`src/rtl/button_pkg.sv`:
```
// ---------------------------------------------------------------------------
// button_pkg
// Shared definitions for the button event generator:
//   - btn_state_t : per-channel press FSM states (IDLE, PRESSED, HELD)
//   - BTN_SW / BTN_LEFT / BTN_RIGHT : channel index of each board button
//   - cnt_width() : counter width for a terminal count, at least 1 bit
// ---------------------------------------------------------------------------
package button_pkg;

   typedef enum logic [1:0] {
      IDLE    = 2'd0,
      PRESSED = 2'd1,
      HELD    = 2'd2
   } btn_state_t;

   localparam int BTN_SW    = 0;
   localparam int BTN_LEFT  = 1;
   localparam int BTN_RIGHT = 2;

   // Width of a counter that must count from 0 up to n-1.
   function automatic int cnt_width(input int n);
      return (n > 1) ? $clog2(n) : 1;
   endfunction

endpackage

```
`src/rtl/button_channel.sv`:
```
// ---------------------------------------------------------------------------
// button_channel
// One button: 2-FF synchronizer, debounce filter and press/long/repeat FSM.
// Auto-repeat while held exists only when BUTTON_EVENT_REPEAT_EN is defined;
// otherwise the hold counter freezes in HELD and o_repeat stays 0.
// Ports:
//   clk, rst    : clock, asynchronous active-high reset
//   i_btn       : raw asynchronous button pin (active-high)
//   o_level     : debounced level
//   o_press     : one-cycle strobe, level went 0->1
//   o_release   : one-cycle strobe, level went 1->0 after a press
//   o_long      : one-cycle strobe, press lasted LONG_CYCLES
//   o_repeat    : one-cycle strobe every REPEAT_CYCLES after the long press
// ---------------------------------------------------------------------------
module button_channel
   import button_pkg::*;
#(
   parameter int DEBOUNCE_CYCLES = 2000000,
   parameter int LONG_CYCLES     = 100000000,
   parameter int REPEAT_CYCLES   = 20000000
) (
   input  logic clk,
   input  logic rst,
   input  logic i_btn,
   output logic o_level,
   output logic o_press,
   output logic o_release,
   output logic o_long,
   output logic o_repeat
);

   localparam int DEB_W   = cnt_width(DEBOUNCE_CYCLES);
   localparam int HOLD_MX = (LONG_CYCLES > REPEAT_CYCLES) ? LONG_CYCLES : REPEAT_CYCLES;
   localparam int HOLD_W  = cnt_width(HOLD_MX);

   localparam logic [DEB_W-1:0]  DEB_LAST  = DEB_W'(DEBOUNCE_CYCLES - 1);
   localparam logic [HOLD_W-1:0] LONG_LAST = HOLD_W'(LONG_CYCLES - 1);
`ifdef BUTTON_EVENT_REPEAT_EN
   localparam logic [HOLD_W-1:0] REP_LAST  = HOLD_W'(REPEAT_CYCLES - 1);
`endif

   logic              r_sync1;
   logic              r_sync2;
   logic [DEB_W-1:0]  r_deb_cnt;
   logic              r_level;
   btn_state_t        r_state;
   logic [HOLD_W-1:0] r_hold;
   logic              r_press;
   logic              r_release;
   logic              r_long;
   logic              r_repeat;

   logic w_differ;
   logic w_toggle;
   logic w_rise;
   logic w_fall;

   // The level flips on the same edge the FSM sees w_rise/w_fall, so the
   // strobes appear in the very cycle the new level is first visible.
   assign w_differ = (r_sync2 != r_level);
   assign w_toggle = w_differ && (r_deb_cnt == DEB_LAST);
   assign w_rise   = w_toggle && !r_level;
   assign w_fall   = w_toggle &&  r_level;

   // Synchronizer and debounce filter
   always_ff @(posedge clk or posedge rst) begin
      if (rst) begin
         r_sync1   <= 1'b0;
         r_sync2   <= 1'b0;
         r_deb_cnt <= '0;
         r_level   <= 1'b0;
      end else begin
         r_sync1 <= i_btn;
         r_sync2 <= r_sync1;
         if (!w_differ) begin
            r_deb_cnt <= '0;
         end else if (w_toggle) begin
            r_deb_cnt <= '0;
            r_level   <= ~r_level;
         end else begin
            r_deb_cnt <= r_deb_cnt + DEB_W'(1);
         end
      end
   end

   // Press FSM with registered strobes; release always wins over a
   // coinciding long/repeat threshold.
   always_ff @(posedge clk or posedge rst) begin
      if (rst) begin
         r_state   <= IDLE;
         r_hold    <= '0;
         r_press   <= 1'b0;
         r_release <= 1'b0;
         r_long    <= 1'b0;
         r_repeat  <= 1'b0;
      end else begin
         r_press   <= 1'b0;
         r_release <= 1'b0;
         r_long    <= 1'b0;
         r_repeat  <= 1'b0;
         case (r_state)
            IDLE: begin
               if (w_rise) begin
                  r_press <= 1'b1;
                  r_hold  <= '0;
                  r_state <= PRESSED;
               end
            end
            PRESSED: begin
               if (w_fall) begin
                  r_release <= 1'b1;
                  r_state   <= IDLE;
               end else if (r_hold == LONG_LAST) begin
                  r_long  <= 1'b1;
                  r_hold  <= '0;
                  r_state <= HELD;
               end else begin
                  r_hold <= r_hold + HOLD_W'(1);
               end
            end
            HELD: begin
               if (w_fall) begin
                  r_release <= 1'b1;
                  r_state   <= IDLE;
               end
`ifdef BUTTON_EVENT_REPEAT_EN
               else if (r_hold == REP_LAST) begin
                  r_repeat <= 1'b1;
                  r_hold   <= '0;
               end else begin
                  r_hold <= r_hold + HOLD_W'(1);
               end
`endif
            end
            default: r_state <= IDLE;
         endcase
      end
   end

   assign o_level   = r_level;
   assign o_press   = r_press;
   assign o_release = r_release;
   assign o_long    = r_long;
   assign o_repeat  = r_repeat;

endmodule

```
`src/rtl/button_event_gen.sv`:
```
// ---------------------------------------------------------------------------
// button_event_gen
// Debounces NUM_BTN raw buttons and produces press / release / long-press /
// auto-repeat strobes per button. Channels are fully independent.
// Build option: define BUTTON_EVENT_REPEAT_EN to enable auto-repeat;
// without it repeat_pulse is constant 0 (ports unchanged).
// Ports:
//   clk           : system clock
//   rst           : asynchronous active-high reset
//   btn_in        : raw button pins, active-high (bit 0 sw, 1 left, 2 right)
//   btn_level     : debounced levels
//   press_pulse   : one-cycle strobe per button on debounced 0->1
//   release_pulse : one-cycle strobe per button on debounced 1->0
//   long_pulse    : one-cycle strobe when a press reaches LONG_CYCLES
//   repeat_pulse  : one-cycle strobe every REPEAT_CYCLES after a long press
// ---------------------------------------------------------------------------
module button_event_gen
   import button_pkg::*;
#(
   parameter int NUM_BTN         = 3,
   parameter int DEBOUNCE_CYCLES = 2000000,
   parameter int LONG_CYCLES     = 100000000,
   parameter int REPEAT_CYCLES   = 20000000
) (
   input  logic               clk,
   input  logic               rst,
   input  logic [NUM_BTN-1:0] btn_in,
   output logic [NUM_BTN-1:0] btn_level,
   output logic [NUM_BTN-1:0] press_pulse,
   output logic [NUM_BTN-1:0] release_pulse,
   output logic [NUM_BTN-1:0] long_pulse,
   output logic [NUM_BTN-1:0] repeat_pulse
);

   generate
      for (genvar gi = 0; gi < NUM_BTN; gi++) begin : g_ch
         button_channel #(
            .DEBOUNCE_CYCLES (DEBOUNCE_CYCLES),
            .LONG_CYCLES     (LONG_CYCLES),
            .REPEAT_CYCLES   (REPEAT_CYCLES)
         ) u_ch (
            .clk       (clk),
            .rst       (rst),
            .i_btn     (btn_in[gi]),
            .o_level   (btn_level[gi]),
            .o_press   (press_pulse[gi]),
            .o_release (release_pulse[gi]),
            .o_long    (long_pulse[gi]),
            .o_repeat  (repeat_pulse[gi])
         );
      end
   endgenerate

endmodule

```
`config.mk`:
```
export PLATFORM = sky130hd
export DESIGN_NAME = button_event_gen
export DESIGN_NICKNAME = d
export VERILOG_FILES = /design/src/rtl/button_pkg.sv /design/src/rtl/button_channel.sv /design/src/rtl/button_event_gen.sv
export SDC_FILE = /design/constraint.sdc
export NUM_CORES = 1
export LEC_CHECK = 0
export ABC_AREA = 1
export BUFFER_PORTS_ARGS = -buffer_cell sky130_fd_sc_hd__buf_2
export CORE_AREA = 2 2 136 138
export DETAILED_ROUTE_END_ITERATION = 8
export DIE_AREA = 0 0 138 140
export PLACE_DENSITY = 0.82
export SKIP_LAST_GASP = 1
export SLEW_MARGIN = 25
export SYNTH_ARGS = -nofsm -noshare
export SYNTH_HDL_FRONTEND = slang
export SYNTH_SLANG_ARGS = --single-unit
```
`constraint.sdc`:
```
create_clock -name clk -period 6.8 [get_ports clk]
set_clock_uncertainty 0.2 [all_clocks]
set_input_delay 1.36 -clock clk [delete_from_list [all_inputs] [get_ports clk]]
set_output_delay 1.36 -clock clk [all_outputs]
set_load 0.01 [all_outputs]
```
==> impl_summary.txt, run 1 <==
----------------------------------------------------
[Status]
  Status ... completed

[Logic synthesis]
  Top cell types by occurrence after synthesis ... sky130_fd_sc_hd__nand2_1 (482), sky130_fd_sc_hd__nor2_1 (249), sky130_fd_sc_hd__inv_1 (179), sky130_fd_sc_hd__dfrtp_1 (168), sky130_fd_sc_hd__nand3_1 (110)
  Area share of the largest cell type after synthesis ... 39.6%
  Post-synthesis cell area ... 0.0106 mm²
  Yosys synthesis warning count ... 0
  EDFF count, synth ... 0
  Leading area contributor after synthesis ... sky130_fd_sc_hd__dfrtp_1
  Main area contributors after synthesis ... sky130_fd_sc_hd__dfrtp_1 (40%), sky130_fd_sc_hd__nand2_1 (17%), sky130_fd_sc_hd__nor2_1 (8.8%)
  Most used DFF post-synth ... sky130_fd_sc_hd__dfrtp_1
  Yosys reg bits ... 168
  Register area share after synthesis ... 39.6%
  Fraction of registers with async set or reset after synthesis ... 100%
  Avg Cell Area, Syn ... 6.84 µm²
  Gate count after technology mapping ... 1551
  Distinct cell type count of the synthesized netlist ... 41
  Most instantiated library cell after synthesis ... sky130_fd_sc_hd__nand2_1

[Global routing]
  Number of global-route vias before repair ... 9100
  Overflow left after global routing ... 0
  Global-route wire length before repair ... 40800 µm
  Initial antenna violation count ... 0
  Global routing usage summed across all routing layers ... 24.9%
  Maximum number of pins on one net before global-route repair ... 80

[Clocking]
  Clock tree root driver cell ... sky130_fd_sc_hd__clkbuf_16
  Post-CTS Setup Inserts ... 0
  Count of hold-fix buffers inserted at cts ... 0
  Clk slew on worst S/H paths ... 0.07 ns
  Post_cts resized ... 0
  CTS Buf Count ... 17
  Clock latency on the worst-skew pair ... 0.44 ns
  CTS H-Tree Depth ... 4
  Maximum root-to-sink buffer count ... 2
  CTS tree ... yes
  Number of sinks handled by clock tree synthesis ... 168

[Drt]
  Routed wire length on met2 ... 11000 µm
  Detailed-route vias per instance ... 5.41
  Total via count in the routed design ... 9676
  Amount of wire on met3 after detailed routing ... 1120 µm
  Remaining antenna violation count ... 0
  Final WL ... 23300 µm
  Highest metal layer used by the detailed router ... met4
  Routed met1 length ... 10700 µm
  Detailed-router iteration count before antenna repair ... 5
  Routed len/inst ... 13.0 µm
  Initial DRC Count ... 951
  DRC violation count after routing ... 0

[Pwr]
  Power density over the cells ... 183 mW/mm²
  Leakage ... 4.85 nW
  Maximum ir drop on the vdd rail ... 0.179 mV

[Die]
  Core ar. ... 0.0178 mm²
  Vert. Die Dim ... 140 µm
  Initial Util ... 59.7%
  Number of top-level design ports ... 20
  Number of placement rows ... 49
  Die Area ... 0.0193 mm²
  Die outline width ... 138 µm

[STA]
  Clock period minus final worst setup slack ... 2.72 ns
  Unrepaired setup endpoints after global routing ... no
  Final setup margin ... 4.08 ns
  Final clock period utilization by the worst path ... 40.1%
  Final sum of negative setup slack ... 0 ns
  Count of final setup violators ... 0
  Worst slew pin tran ... 0.964 ns
  Normalized max-slew margin ... 35.5%
  Maximum clock frequency ... 0.367 GHz
  Count of final max-slew check failures ... 0
  Final Hold Violating Endpoints ... 0

[Setup path]
  Family with the most delay on the worst path ... simple AND/OR/NAND/NOR gates
  Critical setup path kind ... register to register
  Endpoint type of the worst setup path ... register
  Terminus of the critical flop-to-flop path ... g_ch[2].u_ch.r_deb_cnt[0]
  Cell with the most instances on the worst path ... sky130_fd_sc_hd__inv_1
  Maximum cell stage delay along the critical path ... 0.64 ns
  Largest fanout on the critical path ... 13
  Kind of start point of the critical path ... register
  Arrival @ worst endpoint ... 2.90 ns
  List of cells traversed by the critical path ... ha_1 -> nand3_1 -> inv_1 -> nand2_1 -> nor2_2 -> and2_1 -> nor2_1 -> inv_1 -> or2_2 -> inv_1
  CP required ... 6.98 ns
  Slowest stage cell, crit path ... sky130_fd_sc_hd__nor2_1
  Depth of the most critical reg-to-reg path ... 10
  Critical register-to-register path startpoint ... g_ch[2].u_ch.r_deb_cnt[0]
  Buffers plus inverters on the worst setup path ... 3
  Register-to-register setup slack ... 4.08 ns

[Placement]
  Detail Placement HPWL ... 16200 µm
  Final weighted congestion in routability-driven placement ... 0.929
  I/O Buffers ... 16
  Number of cells after detailed placement ... 1758
  Post-place setup slack ... 3.95 ns

[Layout]
  Total of fill cells in the finished design ... 1586
  Diodes inserted ... 0
  Layout cell share with drive strength beyond 1 ... 7.11%
  Area Growth Syn to Fin ... 6.61%
  Count of nets after finishing ... 1568
  Post-route insts no fill ... 1790

[Worst hold path]
  Depth of the worst hold-timing path ... 0
  Hold Path Origin ... g_ch[2].u_ch.r_sync1
  Min-delay worst type ... register to register
  Worst hold path endpoint ... g_ch[2].u_ch.r_sync2

[Job]
  Max Cap Violations ... 0

----------------------------------------------------
==> power by group <==
group | internal (mW) | switching, mW | total (mW) | leakage, nW
registers | 1.01 | 0.00559 | 1.01 | 2.33
logic | 0.00922 | 0.0348 | 0.0440 | 2.22
clock network | 0.588 | 0.433 | 1.02 | 0.307
==> metal layers <==
layer  vias up  track usage [%]
met3        38             3.52
met5         -                0
met2       269             42.6
li1       4918                -
met1      4451             33.0
met4         0             7.89
==> registers in the layout (all words and copies together) (netlist names) <==
register,cells
g_ch.u_ch.o_press,3
g_ch.u_ch.o_level,3
g_ch.u_ch.r_sync1,3
g_ch.u_ch.o_long,3
g_ch.u_ch.r_hold,81
g_ch.u_ch.r_sync2,3
g_ch.u_ch.r_state,6
g_ch.u_ch.r_deb_cnt,63
g_ch.u_ch.o_release,3
==> stage by stage <==
step | cell area (µm²) | hold WS [ns] | util, % | power, mW
2_1_floorplan | 10600 | 0.131 | - | 1.06
3_3_place_gp | 10700 | 0.132 | 60.2 | 1.07
3_5_place_dp | 10700 | 0.137 | 60.2 | 1.07
4_1_cts | 11300 | 0.153 | 63.6 | 2.09
5_1_grt | 11300 | 0.166 | 63.6 | 2.14
6_report | 11300 | 0.150 | 63.6 | 2.08
==> placed cells by master, fill, tap and decap left out, types with 2 or more instances in the layout <==
cell	Yosys	routed
sky130_fd_sc_hd__nand2_1	482	482
sky130_fd_sc_hd__nor2_1	249	249
sky130_fd_sc_hd__inv_1	179	178
sky130_fd_sc_hd__dfrtp_1	168	168
sky130_fd_sc_hd__nand3_1	110	110
sky130_fd_sc_hd__nand4_1	56	56
sky130_fd_sc_hd__o21ai_0	54	54
sky130_fd_sc_hd__nor3_1	32	32
sky130_fd_sc_hd__o21ai_2	25	25
sky130_fd_sc_hd__xor2_1	24	24
sky130_fd_sc_hd__a21oi_1	24	24
sky130_fd_sc_hd__o21ai_1	22	22
sky130_fd_sc_hd__clkbuf_16	0	17
sky130_fd_sc_hd__buf_2	4	16
sky130_fd_sc_hd__ha_1	15	15
sky130_fd_sc_hd__nand2_2	11	11
sky130_fd_sc_hd__or2_2	11	11
sky130_fd_sc_hd__xnor2_1	8	8
sky130_fd_sc_hd__inv_6	0	6
sky130_fd_sc_hd__nor2_2	5	5
sky130_fd_sc_hd__nand3b_1	5	5
sky130_fd_sc_hd__a211oi_1	3	3
sky130_fd_sc_hd__nor4_1	3	3
sky130_fd_sc_hd__and3_1	3	3
sky130_fd_sc_hd__o211ai_1	3	3
sky130_fd_sc_hd__conb_1	1	3
sky130_fd_sc_hd__clkinv_2	0	3
sky130_fd_sc_hd__bufinv_16	0	3
sky130_fd_sc_hd__a31oi_1	2	2
sky130_fd_sc_hd__o21ai_4	2	2
sky130_fd_sc_hd__nand2_4	2	2
sky130_fd_sc_hd__inv_8	0	2
sky130_fd_sc_hd__clkinv_4	0	2
sky130_fd_sc_hd__buf_4	20	2
==> worst max path at each step <==
| stage | from | endpoint | cells past startpoint |
|---|---|---|---|
| finish | g_ch[2].u_ch.r_deb_cnt[0] | g_ch[2].u_ch.r_deb_cnt[0] | 10 |
| global route | g_ch[0].u_ch.r_state[1] | g_ch[0].u_ch.r_hold[16] | 9 |
| CTS | g_ch[0].u_ch.o_level | btn_level[0] | 1 |
| detailed placement | rst | g_ch[2].u_ch.r_hold[25] | 3 |
| global placement | rst | g_ch[2].u_ch.r_hold[25] | 3 |
| floorplan | rst | g_ch[0].u_ch.o_level | 1 |
==> kinds of logic (layout without fill, tap and decap cells) <==
logic type	after synthesis	count (layout)	synth area share [%]
and+or+nand+nor	974	974	38.8
adders and majority gates	15	15	1.77
xor gates and xnor gates	32	32	2.64
AOI/OAI and AO/OA	138	138	7.85
DFF	168	168	39.6
other	1	3	0.0353
buffers and inverters	223	231	9.31
==> area by class of cell <==
| cell class | count | area [µm²] | share of cell area, % |
|---|---|---|---|
| Clock buffer | 17 | 425 | 3.76 |
| Clock inverter | 15 | 189 | 1.67 |
| Inverter | 181 | 687 | 6.07 |
| Multi-Input combinational cell | 1162 | 5430 | 48.0 |
| Sequential cell | 168 | 4200 | 37.2 |
| Tap cell | 229 | 287 | 2.53 |
| Timing Repair Buffer | 18 | 95.1 | 0.840 |
Power figures use the tool's default switching activity.
==> inputs of run 2 (changes only) <==
--- a/config.mk
+++ b/config.mk
@@ -7,9 +7,9 @@
 export LEC_CHECK = 0
 export ABC_AREA = 1
 export BUFFER_PORTS_ARGS = -buffer_cell sky130_fd_sc_hd__buf_2
-export CORE_AREA = 2 2 136 138
+export CORE_AREA = 2 2 139 141
 export DETAILED_ROUTE_END_ITERATION = 8
-export DIE_AREA = 0 0 138 140
+export DIE_AREA = 0 0 141 143
 export PLACE_DENSITY = 0.82
 export SKIP_LAST_GASP = 1
 export SLEW_MARGIN = 25
==> constraint.sdc (replaced) <==
create_clock -name clk -period 2.5 [get_ports clk]
set_clock_uncertainty 0.2 [all_clocks]
set_input_delay 0.5 -clock clk [delete_from_list [all_inputs] [get_ports clk]]
set_output_delay 0.5 -clock clk [all_outputs]
set_load 0.01 [all_outputs]
==> run 2 against run 1 <==
Worst setup slack got worse by 3.8 ns. Global-route usage is 0.36 points lower. First-iteration DRC count decreased by 12%. Critical path depth is 1 higher. Highest routed layer unchanged. Maximum frequency rose by 22%. Via count up 0.59%. Largest cell class unchanged. Utilization fell by 1.8 points. Non-clock buffer count increased by 23. Critical path type unchanged. Sequential power rose to 2.7 times the previous value. Cell count up 1.5%. Design area rose by 1.6%. Largest power group is now sequential cells. Die area increased by 4.4%.
==> impl_summary.txt, run 2 (synthesis results as in run 1) <==
----------------------------------------------------
[Status]
  Status ... completed

[Drt]
  Total via count in the routed design ... 9733
  Initial DRC Count ... 837
  Final WL ... 23500 µm
  Detailed-router iteration count before antenna repair ... 6
  Detailed-route vias per instance ... 5.36
  DRC violation count after routing ... 0
  Remaining antenna violation count ... 0
  Routed len/inst ... 12.9 µm

[Clocking]
  CTS Buf Count ... 17
  Clk slew on worst S/H paths ... 0.07 ns
  Clock tree root driver cell ... sky130_fd_sc_hd__clkbuf_16
  CTS H-Tree Depth ... 4
  Clock latency on the worst-skew pair ... 0.44 ns
  Maximum root-to-sink buffer count ... 2
  CTS tree ... yes
  Number of sinks handled by clock tree synthesis ... 168

[Setup path]
  Buffers plus inverters on the worst setup path ... 1
  Endpoint type of the worst setup path ... register
  Critical setup path kind ... register to register
  CP required ... 2.67 ns
  Arrival @ worst endpoint ... 2.41 ns
  Slowest stage cell, crit path ... sky130_fd_sc_hd__dfrtp_1
  Largest fanout on the critical path ... 6
  Kind of start point of the critical path ... register
  Cell with the most instances on the worst path ... sky130_fd_sc_hd__nand2_1
  List of cells traversed by the critical path ... ha_1 -> nand3_1 -> nor2_1 -> nand3_1 -> inv_1 -> nand2_1 -> nor2_1 -> nand2_1 -> nand2_1 -> nand2_1 -> nor2_1
  Family with the most delay on the worst path ... simple AND/OR/NAND/NOR gates
  Maximum cell stage delay along the critical path ... 0.43 ns

[Global routing]
  Global routing usage summed across all routing layers ... 24.5%
  Overflow left after global routing ... 0
  Global-route wire length before repair ... 40900 µm
  Number of global-route vias before repair ... 9098
  Maximum number of pins on one net before global-route repair ... 103
  Initial antenna violation count ... 0

[Layout]
  Area Growth Syn to Fin ... 8.28%
  Leading registers by flop count ... g_ch.u_ch.r_hold x81, g_ch.u_ch.r_deb_cnt x63, g_ch.u_ch.r_state x6
  Count of nets after finishing ... 1591
  Register ranked first by flip-flop count ... g_ch.u_ch.r_hold
  Number of flip-flops in the largest register ... 81
  Diodes inserted ... 0
  Layout cell share with drive strength beyond 1 ... 8.21%
  Commonest cells after routing, fill and taps aside ... sky130_fd_sc_hd__nand2_1 (482), sky130_fd_sc_hd__nor2_1 (248), sky130_fd_sc_hd__inv_1 (178)
  Most frequent standard cell in the layout excluding fill and tap cells ... sky130_fd_sc_hd__nand2_1

[STA]
  Normalized max-slew margin ... 60.7%
  Final sum of negative setup slack ... 0 ns
  Count of final setup violators ... 0
  Maximum clock frequency ... 0.447 GHz
  Clock period minus final worst setup slack ... 2.24 ns
  Final clock period utilization by the worst path ... 89.5%
  Final setup margin ... 0.263 ns
  Final Hold Violating Endpoints ... 0
  Count of final max-slew check failures ... 0
  Worst slew pin tran ... 0.589 ns

[Pwr]
  Power density over the cells ... 471 mW/mm²
  Leakage ... 4.93 nW
  Maximum ir drop on the vdd rail ... 0.487 mV

[Die]
  Core ar. ... 0.0186 mm²
  Number of placement rows ... 50
  Initial Util ... 57.1%
  Number of top-level design ports ... 20
  Die outline width ... 141 µm
  Vert. Die Dim ... 143 µm
  Die Area ... 0.0202 mm²

[Job]
  Max Cap Violations ... 0

[Worst hold path]
  Min-delay worst type ... input pin to asynchronous set/reset pin

[Placement]
  Final weighted congestion in routability-driven placement ... 0.960
  Detail Placement HPWL ... 16900 µm
  Post-place setup slack ... 0.118 ns
  I/O Buffers ... 16

----------------------------------------------------
run 2: cell count changes in the layout (fill, tap and decap cells not counted), moves of 2 or more:
| cell | previous run | this run |
|---|---|---|
| sky130_fd_sc_hd__dlygate4sd3_1 | 0 | 3 |
| sky130_fd_sc_hd__clkinvlp_4 | 0 | 4 |
| sky130_fd_sc_hd__bufinv_16 | 3 | 1 |
| sky130_fd_sc_hd__buf_12 | 0 | 3 |
| sky130_fd_sc_hd__inv_6 | 6 | 3 |
| sky130_fd_sc_hd__buf_4 | 2 | 19 |
run 2: timing repair:
| item | in CTS | in global routing |
|---|---|---|
| hold buffers | 3 | 0 |
| gates resized for setup | 0 | 2 |
| endpoints found under the hold margin | 3 | 0 |
| setup endpoints to repair | 0 | 42 |
| setup buffers | 0 | 2 |
run 2: final timing paths:
kind                                            from                    endpoint  slack (ns)  cells after the start
max in group asynchronous                        rst     g_ch[2].u_ch.r_hold[15]        1.65                      3
min in group clk                g_ch[2].u_ch.r_sync1        g_ch[2].u_ch.r_sync2        0.15                      0
min                                              rst  g_ch[1].u_ch.r_deb_cnt[16]       0.006                      3
max reg2reg                g_ch[0].u_ch.r_deb_cnt[0]  g_ch[0].u_ch.r_deb_cnt[20]        0.26                     11
min reg2reg                     g_ch[2].u_ch.r_sync1        g_ch[2].u_ch.r_sync2        0.15                      0
max                        g_ch[0].u_ch.r_deb_cnt[0]  g_ch[0].u_ch.r_deb_cnt[20]        0.26                     11
run 2: metal layers:
metal	up-vias	global-route usage [%]	share of wire [%]
met3	41	4.53	5.0
met5	-	0	0
met4	0	7.63	1.6
met1	4456	33.3	47
li1	4971	-	-
met2	265	40.2	46
run 2: final cells by class:
cell class | instances | area [µm²]
Clock buffer | 19 | 443
Inverter | 181 | 686
Tap cell | 234 | 293
Timing Repair Buffer | 41 | 313
Sequential cell | 168 | 4200
Fill cell | 1641 | 7090
Clock inverter | 12 | 118
Multi-Input combinational cell | 1162 | 5440
run 2: where the power goes:
group	internal [mW]	leakage, nW	switching [mW]
clock	1.41	0.268	1.14
sequential	2.73	2.33	0.0141
combinational	0.0322	2.34	0.0926
total	4.17	4.93	1.24
run 2: stage by stage:
stage / std cells / hold WS [ns] / util, % / instance area, µm² / total power [mW]
floorplan: 1553 / 0.131 / - / 10600 / 2.89
global placement: 1781 / 0.134 / 58.5 / 10900 / 2.92
detailed placement: 1781 / 0.135 / 58.5 / 10900 / 2.93
CTS: 1815 / 0.0111 / 61.7 / 11500 / 5.46
global route: 1817 / 0.0459 / 61.8 / 11500 / 5.60
finish: 1817 / 0.00583 / 61.8 / 11500 / 5.42
run 2: worst register-to-register path: cells and delay by family, from the launching register on:
kind                     cells  cell delay, ns
flip-flops                   1            0.43
buffers and inverters        1            0.10
AND/OR/NAND/NOR              9            1.23
adder cells (fa/ha/maj)      1            0.22
==> inputs of run 3 (changes only) <==
--- a/config.mk
+++ b/config.mk
@@ -7,12 +7,13 @@
 export LEC_CHECK = 0
 export ABC_AREA = 1
 export BUFFER_PORTS_ARGS = -buffer_cell sky130_fd_sc_hd__buf_2
-export CORE_AREA = 2 2 139 141
+export CORE_AREA = 2 2 142 144
 export DETAILED_ROUTE_END_ITERATION = 8
-export DIE_AREA = 0 0 141 143
-export PLACE_DENSITY = 0.82
+export DIE_AREA = 0 0 144 146
+export PLACE_DENSITY = 0.83
 export SKIP_LAST_GASP = 1
 export SLEW_MARGIN = 25
 export SYNTH_ARGS = -nofsm -noshare
 export SYNTH_HDL_FRONTEND = slang
+export SYNTH_HIERARCHICAL = 1
 export SYNTH_SLANG_ARGS = --single-unit
==> run 3 against run 2 <==
Non-clock buffer count is 1 higher. Maximum frequency is 2.0% lower. Cell count is 2.8% higher. Die area is 4.3% higher.
==> impl_summary.txt, run 3 <==
----------------------------------------------------
[Logic synthesis]
  Avg Cell Area, Syn ... 7.15 µm²
  Top cell types by occurrence after synthesis ... sky130_fd_sc_hd__nand2_1 (398), sky130_fd_sc_hd__nor2_1 (205), sky130_fd_sc_hd__inv_1 (199), sky130_fd_sc_hd__dfrtp_1 (168), sky130_fd_sc_hd__nand3_1 (137)
  Register area share after synthesis ... 37.6%
  Area share of the largest cell type after synthesis ... 37.6%
  Most used DFF post-synth ... sky130_fd_sc_hd__dfrtp_1
  Fraction of registers with async set or reset after synthesis ... 100%
  Yosys synthesis warning count ... 6
  Most instantiated library cell after synthesis ... sky130_fd_sc_hd__nand2_1
  Leading area contributor after synthesis ... sky130_fd_sc_hd__dfrtp_1
  Post-synthesis cell area ... 0.0112 mm²
  Main area contributors after synthesis ... sky130_fd_sc_hd__dfrtp_1 (38%), sky130_fd_sc_hd__nand2_1 (13%), sky130_fd_sc_hd__nor2_1 (6.9%)
  EDFF count, synth ... 0
  Distinct cell type count of the synthesized netlist ... 40
  Gate count after technology mapping ... 1565
  Net Count, Synth ... 1585
  Yosys reg bits ... 168

[Drt]
  Detailed-route vias per instance ... 5.43
  Total via count in the routed design ... 10100
  Final WL ... 24800 µm
  Detailed-router iteration count before antenna repair ... 7
  DRC violation count after routing ... 0
  Routed len/inst ... 13.3 µm
  Initial DRC Count ... 799
  Remaining antenna violation count ... 0

[Pwr]
  Maximum ir drop on the vdd rail ... 0.388 mV
  Net switching component of the power ... 1.20 mW
  Leakage ... 5.28 nW
  Pint ... 4.37 mW
  Total power ... 5.57 mW
  Part of the total power dissipated in sequential elements ... 49.4%
  Switching portion of total power ... 21.5%
  Power density over the cells ... 456 mW/mm²
  Clock network fraction of design power ... 48.2%
  Relative contribution of combinational cells to total power ... 2.4%

[Placement]
  I/O Buffers ... 16
  Final weighted congestion in routability-driven placement ... 0.890
  Detail Placement HPWL ... 18000 µm

[Die]
  Die Area ... 0.0210 mm²
  Die outline width ... 144 µm
  Initial Util ... 57.9%
  Vert. Die Dim ... 146 µm
  Number of top-level design ports ... 20
  Number of placement rows ... 51
  Core ar. ... 0.0193 mm²

[Setup path]
  Critical setup path kind ... register to register
  Largest fanout on the critical path ... 18
  Register-to-register setup slack ... 0.22 ns
  Arrival @ worst endpoint ... 2.39 ns
  Kind of start point of the critical path ... register
  Endpoint type of the worst setup path ... register
  CP required ... 2.61 ns
  Depth of the most critical reg-to-reg path ... 11

[Layout]
  Area Growth Syn to Fin ... 9.26%
  Total of fill cells in the finished design ... 1694
  Core utilization of the finished layout ... 63.2%
  Register ranked first by flip-flop count ... g_ch.u_ch/r_hold
  Count of nets after finishing ... 1612
  Commonest cells after routing, fill and taps aside ... sky130_fd_sc_hd__nand2_1 (398), sky130_fd_sc_hd__nor2_1 (205), sky130_fd_sc_hd__inv_1 (196)
  Leading registers by flop count ... g_ch.u_ch/r_hold x81, g_ch.u_ch/r_deb_cnt x63, g_ch.u_ch/r_state x6
  Layout cell share with drive strength beyond 1 ... 15.1%
  Number of flip-flops in the largest register ... 81
  Diodes inserted ... 0
  Most frequent standard cell in the layout excluding fill and tap cells ... sky130_fd_sc_hd__nand2_1

[STA]
  Count of final max-slew check failures ... 0
  Maximum clock frequency ... 0.438 GHz
  Normalized max-slew margin ... 59.1%
  Final Hold Violating Endpoints ... 0
  Worst slew pin tran ... 0.611 ns
  Unrepaired setup endpoints after global routing ... no
  Final sum of negative setup slack ... 0 ns
  Clock period minus final worst setup slack ... 2.28 ns
  Final clock period utilization by the worst path ... 91.3%
  Count of final setup violators ... 0

[Clocking]
  Count of hold-fix buffers inserted at cts ... 4
  Clock latency on the worst-skew pair ... 0.42 ns
  Post-CTS Setup Inserts ... 0
  CTS tree ... yes
  CTS H-Tree Depth ... 4
  CTS Buf Count ... 17
  Number of sinks handled by clock tree synthesis ... 168
  Maximum root-to-sink buffer count ... 2
  Post_cts resized ... 0
  Clk slew on worst S/H paths ... 0.07 ns
  Clock tree root driver cell ... sky130_fd_sc_hd__clkbuf_16

[Global routing]
  Overflow left after global routing ... 0
  Global-route wire length before repair ... 43500 µm
  GR Util met2 ... 41.9%
  Maximum number of pins on one net before global-route repair ... 52
  Global routing usage summed across all routing layers ... 24.8%
  GR met1 Demand/Resource ... 32.9%
  Initial antenna violation count ... 0
  Busiest layer in global routing ... met2
  Met3 Use GR ... 4.21%
  Number of global-route vias before repair ... 9750

[Worst hold path]
  Min-delay worst type ... register to register
  Depth of the worst hold-timing path ... 0

[Status]
  Status ... completed

[Job]
  Max Cap Violations ... 0

----------------------------------------------------
run 3: cell count changes after synthesis, sizes merged, moves of 7 or more:
| cell | previous run | this run |
|---|---|---|
| buf | 33 | 26 |
| nand2 | 495 | 467 |
| nand3 | 111 | 141 |
| xnor2 | 8 | 15 |
| nand4 | 56 | 64 |
| inv | 181 | 203 |
| nor2 | 255 | 219 |
| xor2 | 24 | 31 |
| o21ai | 103 | 96 |
run 3: metrics by stage:
stage / area (µm²) / cells / worst slack (ns) / hold slack [ns]
6_report: 12200 / 1868 / 0.217 / 0.152
5_1_grt: 12200 / 1868 / 0.0303 / 0.160
4_1_cts: 12200 / 1868 / 0.210 / 0.154
3_5_place_dp: 11600 / 1834 / 0.264 / 0.148
3_3_place_gp: 11600 / 1834 / 0.349 / 0.135
2_1_floorplan: 11200 / 1565 / 0.429 / 0.131
run 3: logic make-up after synthesis:
| kind of cell | synth area share [%] |
|---|---|
| AO/OA/AOI/OAI | 8.93 |
| XOR/XNOR | 3.60 |
| adder cells (fa/ha/maj) | 1.68 |
| buffers and inverters | 9.34 |
| flip-flops | 37.6 |
| other | 0.101 |
| AND/OR/NAND/NOR | 38.8 |
run 3: power by group through the flow:
| stage | sequential, mW | clock (mW) | combinational (mW) |
|---|---|---|---|
| after floorplan | 2.80 | 0 | 0.0909 |
| after global placement | 2.80 | 0 | 0.130 |
| after detailed placement | 2.80 | 0 | 0.135 |
| after CTS | 2.75 | 2.75 | 0.141 |
| after global routing | 2.75 | 2.87 | 0.160 |
| final | 2.75 | 2.69 | 0.136 |
run 3: critical path, cell delays in order, from the launching register on:
cell and delay [ns]:
sky130_fd_sc_hd__dfrtp_1 0.39, sky130_fd_sc_hd__ha_1 0.19, sky130_fd_sc_hd__nand2_1 0.10, sky130_fd_sc_hd__nor2_4 0.17
sky130_fd_sc_hd__nand2_2 0.07, sky130_fd_sc_hd__nor2_2 0.14, sky130_fd_sc_hd__nand2_2 0.10, sky130_fd_sc_hd__o21ai_4 0.24
sky130_fd_sc_hd__nand2_4 0.20, sky130_fd_sc_hd__buf_4 0.24, sky130_fd_sc_hd__nand2_1 0.08, sky130_fd_sc_hd__o21ai_2 0.05
run 3: metal layers:
| layer | vias up | wire length [µm] |
|---|---|---|
| met3 | 32 | 1130 |
| met5 | - | 0 |
| li1 | 5052 | - |
| met4 | 0 | 322 |
| met1 | 4767 | 11200 |
| met2 | 287 | 12100 |
run 3: final timing paths:
kind | from | endpoint
worst min-delay path | g_ch[0].u_ch/r_sync1 | g_ch[0].u_ch/r_sync2
worst max register to register | g_ch[2].u_ch/r_deb_cnt[0] | g_ch[2].u_ch/r_hold[22]
worst min register to register | g_ch[0].u_ch/r_sync1 | g_ch[0].u_ch/r_sync2
min in group asynchronous | rst | g_ch[2].u_ch/r_deb_cnt[13]
max in group asynchronous | rst | g_ch[0].u_ch/r_deb_cnt[5]
worst max-delay path | g_ch[2].u_ch/r_deb_cnt[0] | g_ch[2].u_ch/r_hold[22]
run 3: area by class of cell:
type | count | area [µm²] | area share (%)
clock inverters | 9 | 141 | 1.16
clock buffers | 21 | 450 | 3.69
multi-input cells | 1158 | 5940 | 48.6
repair buffers | 42 | 385 | 3.15
inverters | 205 | 772 | 6.32
well taps | 265 | 332 | 2.71
flip-flops and latches | 168 | 4200 | 34.4
